$ cat config.mk
export PLATFORM = sky130hd
export DESIGN_NAME = wb_arb_mux
export DESIGN_NICKNAME = d
export VERILOG_FILES = /design/src/rtl/wb_arb_mux.sv
export SDC_FILE = /design/constraint.sdc
export NUM_CORES = 1
export LEC_CHECK = 0
export ABC_AREA = 1
export BUFFER_PORTS_ARGS = -buffer_cell sky130_fd_sc_hd__buf_2
export CORE_AREA = 10 10 573 575
export CTS_BUF_LIST = sky130_fd_sc_hd__clkbuf_8
export DETAILED_ROUTE_END_ITERATION = 12
export DIE_AREA = 0 0 583 585
export PLACE_DENSITY_LB_ADDON = 0.15
export SYNTH_ARGS = -nofsm -noshare
export SYNTH_HDL_FRONTEND = slang
export SYNTH_SLANG_ARGS = --single-unit
$ cat constraint.sdc
create_clock -name wb_clk_i -period 3.7 [get_ports wb_clk_i]
set_input_delay 0.555 -clock wb_clk_i [delete_from_list [all_inputs] [get_ports wb_clk_i]]
set_output_delay 0.555 -clock wb_clk_i [all_outputs]
set_load 0.005 [all_outputs]
$ cat src/rtl/wb_arb_mux.sv
// Round-robin NUM_MASTERS-to-NUM_SLAVES Wishbone interconnect with mask/match address decode.
// Define WB_ARB_MUX_TIMEOUT_EN to build the optional stalled-slave bus timeout.
module wb_arb_mux #(
    parameter int unsigned               NUM_MASTERS    = 2,
    parameter int unsigned               NUM_SLAVES     = 12,
    parameter logic [32*NUM_SLAVES-1:0] MATCH_ADDR     = {NUM_SLAVES{32'h0}},
    parameter logic [32*NUM_SLAVES-1:0] MATCH_MASK     = {NUM_SLAVES{32'h0}},
    parameter int unsigned               TIMEOUT_CYCLES = 255
) (
    input  logic                      wb_clk_i,
    input  logic                      wb_rst_ni,
    input  logic [32*NUM_MASTERS-1:0] wbm_adr_i,
    input  logic [32*NUM_MASTERS-1:0] wbm_dat_i,
    input  logic [4*NUM_MASTERS-1:0]  wbm_sel_i,
    input  logic [NUM_MASTERS-1:0]    wbm_we_i,
    input  logic [NUM_MASTERS-1:0]    wbm_cyc_i,
    input  logic [NUM_MASTERS-1:0]    wbm_stb_i,
    output logic [32*NUM_MASTERS-1:0] wbm_dat_o,
    output logic [NUM_MASTERS-1:0]    wbm_ack_o,
    output logic [NUM_MASTERS-1:0]    wbm_err_o,
    output logic [NUM_MASTERS-1:0]    wbm_rty_o,
    output logic [32*NUM_SLAVES-1:0]  wbs_adr_o,
    output logic [32*NUM_SLAVES-1:0]  wbs_dat_o,
    output logic [4*NUM_SLAVES-1:0]   wbs_sel_o,
    output logic [NUM_SLAVES-1:0]     wbs_we_o,
    output logic [NUM_SLAVES-1:0]     wbs_cyc_o,
    output logic [NUM_SLAVES-1:0]     wbs_stb_o,
    input  logic [32*NUM_SLAVES-1:0]  wbs_dat_i,
    input  logic [NUM_SLAVES-1:0]     wbs_ack_i,
    input  logic [NUM_SLAVES-1:0]     wbs_err_i,
    input  logic [NUM_SLAVES-1:0]     wbs_rty_i,
    output logic [NUM_MASTERS-1:0]    grant_o
);
    localparam int unsigned PtrW = (NUM_MASTERS > 1) ? $clog2(NUM_MASTERS) : 1;
    localparam int unsigned SelW = (NUM_SLAVES > 1) ? $clog2(NUM_SLAVES) : 1;

    typedef enum logic [0:0] {StIdle, StBusy} state_e;

    state_e                 state_q, state_d;
    logic [NUM_MASTERS-1:0] grant_q, grant_d;
    logic [PtrW-1:0]        ptr_q, ptr_d;
    logic                   err_q, err_d;

    logic [31:0]     m_adr, m_dat;
    logic [3:0]      m_sel;
    logic            m_we, m_cyc, m_stb;
    logic            hit;
    logic [SelW-1:0] sidx;
    logic            s_ack, s_err, s_rty;
    logic [31:0]     s_dat;
    logic            found;
    logic [PtrW-1:0] win;
    logic            tmo_fire;

    // Granted master's request; all zero while no grant is held.
    always_comb begin
        m_adr = '0;
        m_dat = '0;
        m_sel = '0;
        m_we  = 1'b0;
        m_cyc = 1'b0;
        m_stb = 1'b0;
        for (int unsigned m = 0; m < NUM_MASTERS; m++) begin
            if (grant_q[m]) begin
                m_adr = m_adr | wbm_adr_i[32*m +: 32];
                m_dat = m_dat | wbm_dat_i[32*m +: 32];
                m_sel = m_sel | wbm_sel_i[4*m +: 4];
                m_we  = m_we  | wbm_we_i[m];
                m_cyc = m_cyc | wbm_cyc_i[m];
                m_stb = m_stb | wbm_stb_i[m];
            end
        end
    end

    // Scan downwards so the lowest matching window wins.
    always_comb begin
        hit  = 1'b0;
        sidx = '0;
        for (int s = NUM_SLAVES - 1; s >= 0; s--) begin
            if ((m_adr & MATCH_MASK[32*s +: 32]) ==
                (MATCH_ADDR[32*s +: 32] & MATCH_MASK[32*s +: 32])) begin
                hit  = 1'b1;
                sidx = SelW'(s);
            end
        end
    end

    assign s_ack = hit & wbs_ack_i[sidx];
    assign s_err = hit & wbs_err_i[sidx];
    assign s_rty = hit & wbs_rty_i[sidx];
    assign s_dat = hit ? wbs_dat_i[32*int'(sidx) +: 32] : 32'h0;

    always_comb begin
        int unsigned idx;
        idx   = 0;
        found = 1'b0;
        win   = '0;
        for (int unsigned k = 0; k < NUM_MASTERS; k++) begin
            idx = (32'(ptr_q) + k) % NUM_MASTERS;
            if (!found && wbm_cyc_i[idx]) begin
                found = 1'b1;
                win   = PtrW'(idx);
            end
        end
    end

    always_comb begin
        state_d = state_q;
        grant_d = grant_q;
        ptr_d   = ptr_q;
        unique case (state_q)
            StIdle: begin
                if (found) begin
                    grant_d      = '0;
                    grant_d[win] = 1'b1;
                    ptr_d        = PtrW'((32'(win) + 32'd1) % NUM_MASTERS);
                    state_d      = StBusy;
                end
            end
            StBusy: begin
                if (!m_cyc) begin
                    grant_d = '0;
                    state_d = StIdle;
                end
            end
            default: begin
                grant_d = '0;
                state_d = StIdle;
            end
        endcase
    end

    // Unmapped strobe: one-cycle error, then one quiet cycle before it can repeat.
    assign err_d = (state_q == StBusy) && m_cyc && m_stb && !hit && !err_q;

    always_ff @(posedge wb_clk_i or negedge wb_rst_ni) begin
        if (!wb_rst_ni) begin
            state_q <= StIdle;
            grant_q <= '0;
            ptr_q   <= '0;
            err_q   <= 1'b0;
        end else begin
            state_q <= state_d;
            grant_q <= grant_d;
            ptr_q   <= ptr_d;
            err_q   <= err_d;
        end
    end

`ifdef WB_ARB_MUX_TIMEOUT_EN
    localparam int unsigned TmoW = $clog2(TIMEOUT_CYCLES + 1);

    logic [TmoW-1:0] tmo_q, tmo_d;
    logic            stalled;

    assign stalled  = (state_q == StBusy) && m_cyc && m_stb && hit && !(s_ack || s_err || s_rty);
    assign tmo_fire = stalled && ((32'(tmo_q) + 32'd1) >= TIMEOUT_CYCLES);
    assign tmo_d    = (stalled && !tmo_fire) ? tmo_q + 1'b1 : '0;

    always_ff @(posedge wb_clk_i or negedge wb_rst_ni) begin
        if (!wb_rst_ni) begin
            tmo_q <= '0;
        end else begin
            tmo_q <= tmo_d;
        end
    end
`else
    logic unused_timeout_cfg;

    assign tmo_fire           = 1'b0;
    assign unused_timeout_cfg = ^TIMEOUT_CYCLES;
`endif

    always_comb begin
        wbs_adr_o = '0;
        wbs_dat_o = '0;
        wbs_sel_o = '0;
        wbs_we_o  = '0;
        wbs_cyc_o = '0;
        wbs_stb_o = '0;
        wbm_dat_o = '0;
        wbm_ack_o = '0;
        wbm_err_o = '0;
        wbm_rty_o = '0;
        for (int unsigned s = 0; s < NUM_SLAVES; s++) begin
            wbs_adr_o[32*s +: 32] = m_adr;
            wbs_dat_o[32*s +: 32] = m_dat;
            wbs_sel_o[4*s +: 4]   = m_sel;
            wbs_we_o[s]           = m_we;
        end
        if (hit) begin
            wbs_cyc_o[sidx] = m_cyc;
            wbs_stb_o[sidx] = m_stb & ~tmo_fire;
        end
        for (int unsigned m = 0; m < NUM_MASTERS; m++) begin
            if (grant_q[m]) begin
                wbm_dat_o[32*m +: 32] = s_dat;
                wbm_ack_o[m]          = s_ack;
                wbm_err_o[m]          = s_err | err_q | tmo_fire;
                wbm_rty_o[m]          = s_rty;
            end
        end
    end

    assign grant_o = grant_q;

endmodule

==> results.py <==
metrics = {
    "floorplanning": {
        "chipWidth_um": 583,
        "row_count": 207,
        "core-area_um2": 317000,
        "die_h_um": 585,
        "ios": 1488,
        "dieArea_um2": 341000,
        "initial_utilization_pct": 2.33,
    },
    "sta": {
        "rsz0062_at_grt": "no",
        "min_period_ns": 2.74,
        "setup_viol": 0,
        "finalHoldViolations": 0,
        "tightest_slew_ns": 0.805,
        "slew_violations": 0,
        "tns_ns": 0,
        "hold-worst-slack_ns": 0.141,
        "period_share_pct": 74.0,
        "fmax_ghz": 0.365,
        "fin_worst_skew_ns": 0.000775,
        "slew_headroom_pct": 46.3,
    },
    "global_route": {
        "grt_pass1_vias": 8170,
        "antenna_found_initial": 28,
        "grt-ovfl-total": 0,
        "track_usage_pct": 3.48,
        "grt_start_max_net_pins": 61,
        "grt_pass1_wl_um": 80000,
    },
    "pwr": {
        "clkPwrFrac_pct": 1.1,
        "comb_power_share_pct": 97.4,
        "p_sw_share_pct": 60.1,
        "p_switching_mw": 4.91,
        "power_density_nw_per_um2": 653,
        "power.internal_mw": 3.26,
        "ir_drop_mv": 0.196,
        "p_seq_share_pct": 1.5,
        "p_leak_nw": 6.32,
    },
    "setup_path": {
        "crit_fanout": 60,
        "crit_arrival_ns": 2.18,
        "regToRegStartpoint": "grant_o[0]$_DFFE_PN0P_",
        "r2r_slack_ns": 2.50,
        "path_class": "flop to output pin",
        "crit_path_end_kind": "output pin",
        "path_cells": "buf_12 -> buf_4 -> a22o_1 -> buf_2",
        "r2r-end": "grant_o[0]$_DFFE_PN0P_",
        "r2r_cells": 5,
        "worstPathRequired_ns": 3.14,
        "cp_slowest_stage_delay_ns": 0.54,
        "critPathSlowestCell": "a22o_1",
        "start_kind": "flop",
    },
    "logic_synthesis": {
        "synth.largest_area_cell": "buf_4",
        "synth_cell_types": 14,
        "synth.area.top_cells": "buf_4 (81%), a22o_1 (8.3%), nand2_1 (4.0%), inv_1 (3.7%), dfrtp_1 (1.4%)",
        "yosysTopAreaCellShare_pct": 80.6,
        "ys_warn_count": 0,
        "netlist_instances": 1042,
        "yosysSeqAreaShare_pct": 1.36,
        "avgSynthCellArea_um2": 7.08,
        "syn_area_um2": 7380,
        "synth.ff_latch_count": 4,
    },
    "cells_and_area": {
        "area_growth_pct": 69.7,
        "final_cells": 5565,
        "multiInputGateArea_um2": 1050,
        "final_cell_area_um2": 12500,
        "fillCellCount": 37800,
        "drive_above_1_share_pct": 82.5,
        "num-nets-final": 1947,
        "fin_util_pct": 3.95,
        "regArea_um2": 108,
    },
    "clock_network": {
        "cts_inserted_buffers": 3,
        "cts.sinks": 4,
        "cts_resized": 0,
        "cts_tree": "built",
        "clk_latency_ns": 0.21,
        "clk_path_buf_depth": 2,
        "h-tree-depth": 1,
        "path_clk_slew_ns": 0.03,
        "post_cts_buffers": 0,
        "cts_root_buffer": "clkbuf_8",
        "holdBufCountCts": 0,
    },
    "routing": {
        "vias_per_cell": 1.28,
        "drcViolationCount": 0,
        "first_pass_iters": 4,
        "drt-initial-drc-count": 152,
        "vias": 7124,
        "wl_per_cell_um": 12.0,
        "ant_nets": 0,
        "wl_um": 66700,
    },
    "status": {
        "outcome": "complete, no violations",
    },
    "placed_design": {
        "place.gp.congestion": 0.663,
        "placed_cell_area_um2": 12500,
        "dp_cells": 5558,
        "dp_hpwl_um": 62200,
        "port_buffers": 1080,
    },
    "flow_run": {
        "max_cap_viol_count": 0,
    },
    "min_path": {
        "hp-class": "input pin to async pin",
    },
}
critical path, delay by kind of cell (launching register included):
kind | cells | cell delay, ns
AOI/OAI and AO/OA | 1 | 0.54
buffers and inverters | 3 | 0.77
DFF | 1 | 0.43
layout make-up:
cell class	instances	area share, %
timing repair buffer	1123	46.4
antenna	4	0.0800
tap	4180	41.8
inverter	73	2.19
sequential	4	0.860
clock buffer	3	0.330
multi-input combinational	178	8.41
layer usage:
metal	vias to the layer above	track usage [%]	wire (um)
li1	3056	-	-
met1	3216	3.13	21200
met2	800	7.40	37500
met3	52	1.23	6840
met4	0	0.501	1120
met5	-	0	0
Yosys cell counts:
master and number:
buf_4 792, nand2_1 78, inv_1 73, a22o_1 70, buf_2 14, dfrtp_1 4, buf_6 2, nand2_2 2
nand3_1 2, conb_1 1, nand3_2 1, o211ai_1 1, o21ai_0 1, o21ai_2 1
worst max path at each step:
stage / startpoint / end / slack (ns)
finish: grant_o[1]$_DFFE_PN0P_ / wbs_dat_o[127] / 0.96
detailed placement: grant_o[1]$_DFFE_PN0P_ / wbs_dat_o[232] / 1.13
global placement: grant_o[1]$_DFFE_PN0P_ / wbs_dat_o[328] / 1.14
CTS: grant_o[1]$_DFFE_PN0P_ / wbs_dat_o[232] / 0.89
global route: grant_o[1]$_DFFE_PN0P_ / wbs_adr_o[258] / 0.87
floorplan: grant_o[0]$_DFFE_PN0P_ / wbs_adr_o[100] / 1.97
cell usage in the layout (no fill, tap or decap):
cell      count
buf_4        37
dfrtp_1       2
inv_1        73
nand2_2       2
a22o_1       62
o211ai_1      1
conb_1       22
nand3_1       2
nand2_1      78
nand3_2       1
a22o_2        8
buf_12        6
buf_2      1080
o21ai_2       1
dfrtp_4       2
clkbuf_8      3
o21ai_0       1
diode_2       4
logic make-up after synthesis:
logic type             after synthesis  synth area share, %
AOI/OAI and AO/OA                   73                 8.60
buffers and inverters              881                 85.6
DFF                                  4                 1.36
other                                1               0.0508
and+or+nand+nor                     83                 4.41
power groups by stage:
stage | clock network, mW | registers (mW) | logic [mW]
floorplan | 0 | 0.0788 | 6.65
detailed placement | 0 | 0.125 | 8.62
finish | 0.0911 | 0.123 | 7.96
global route | 0.100 | 0.129 | 8.97
global placement | 0 | 0.128 | 8.82
CTS | 0.0958 | 0.126 | 8.64
registers in the layout (all words and copies together), names as in the netlist:
name / flops
state_q: 1
ptr_q: 1
grant_o: 2
through the flow:
step | setup WS, ns | power, mW
after global placement | 1.14 | 8.94
after floorplan | 1.97 | 6.73
after global routing | 0.869 | 9.20
after CTS | 0.894 | 8.86
after detailed placement | 1.13 | 8.74
final | 0.964 | 8.17
No activity file was read; power rests on OpenSTA's default activity.
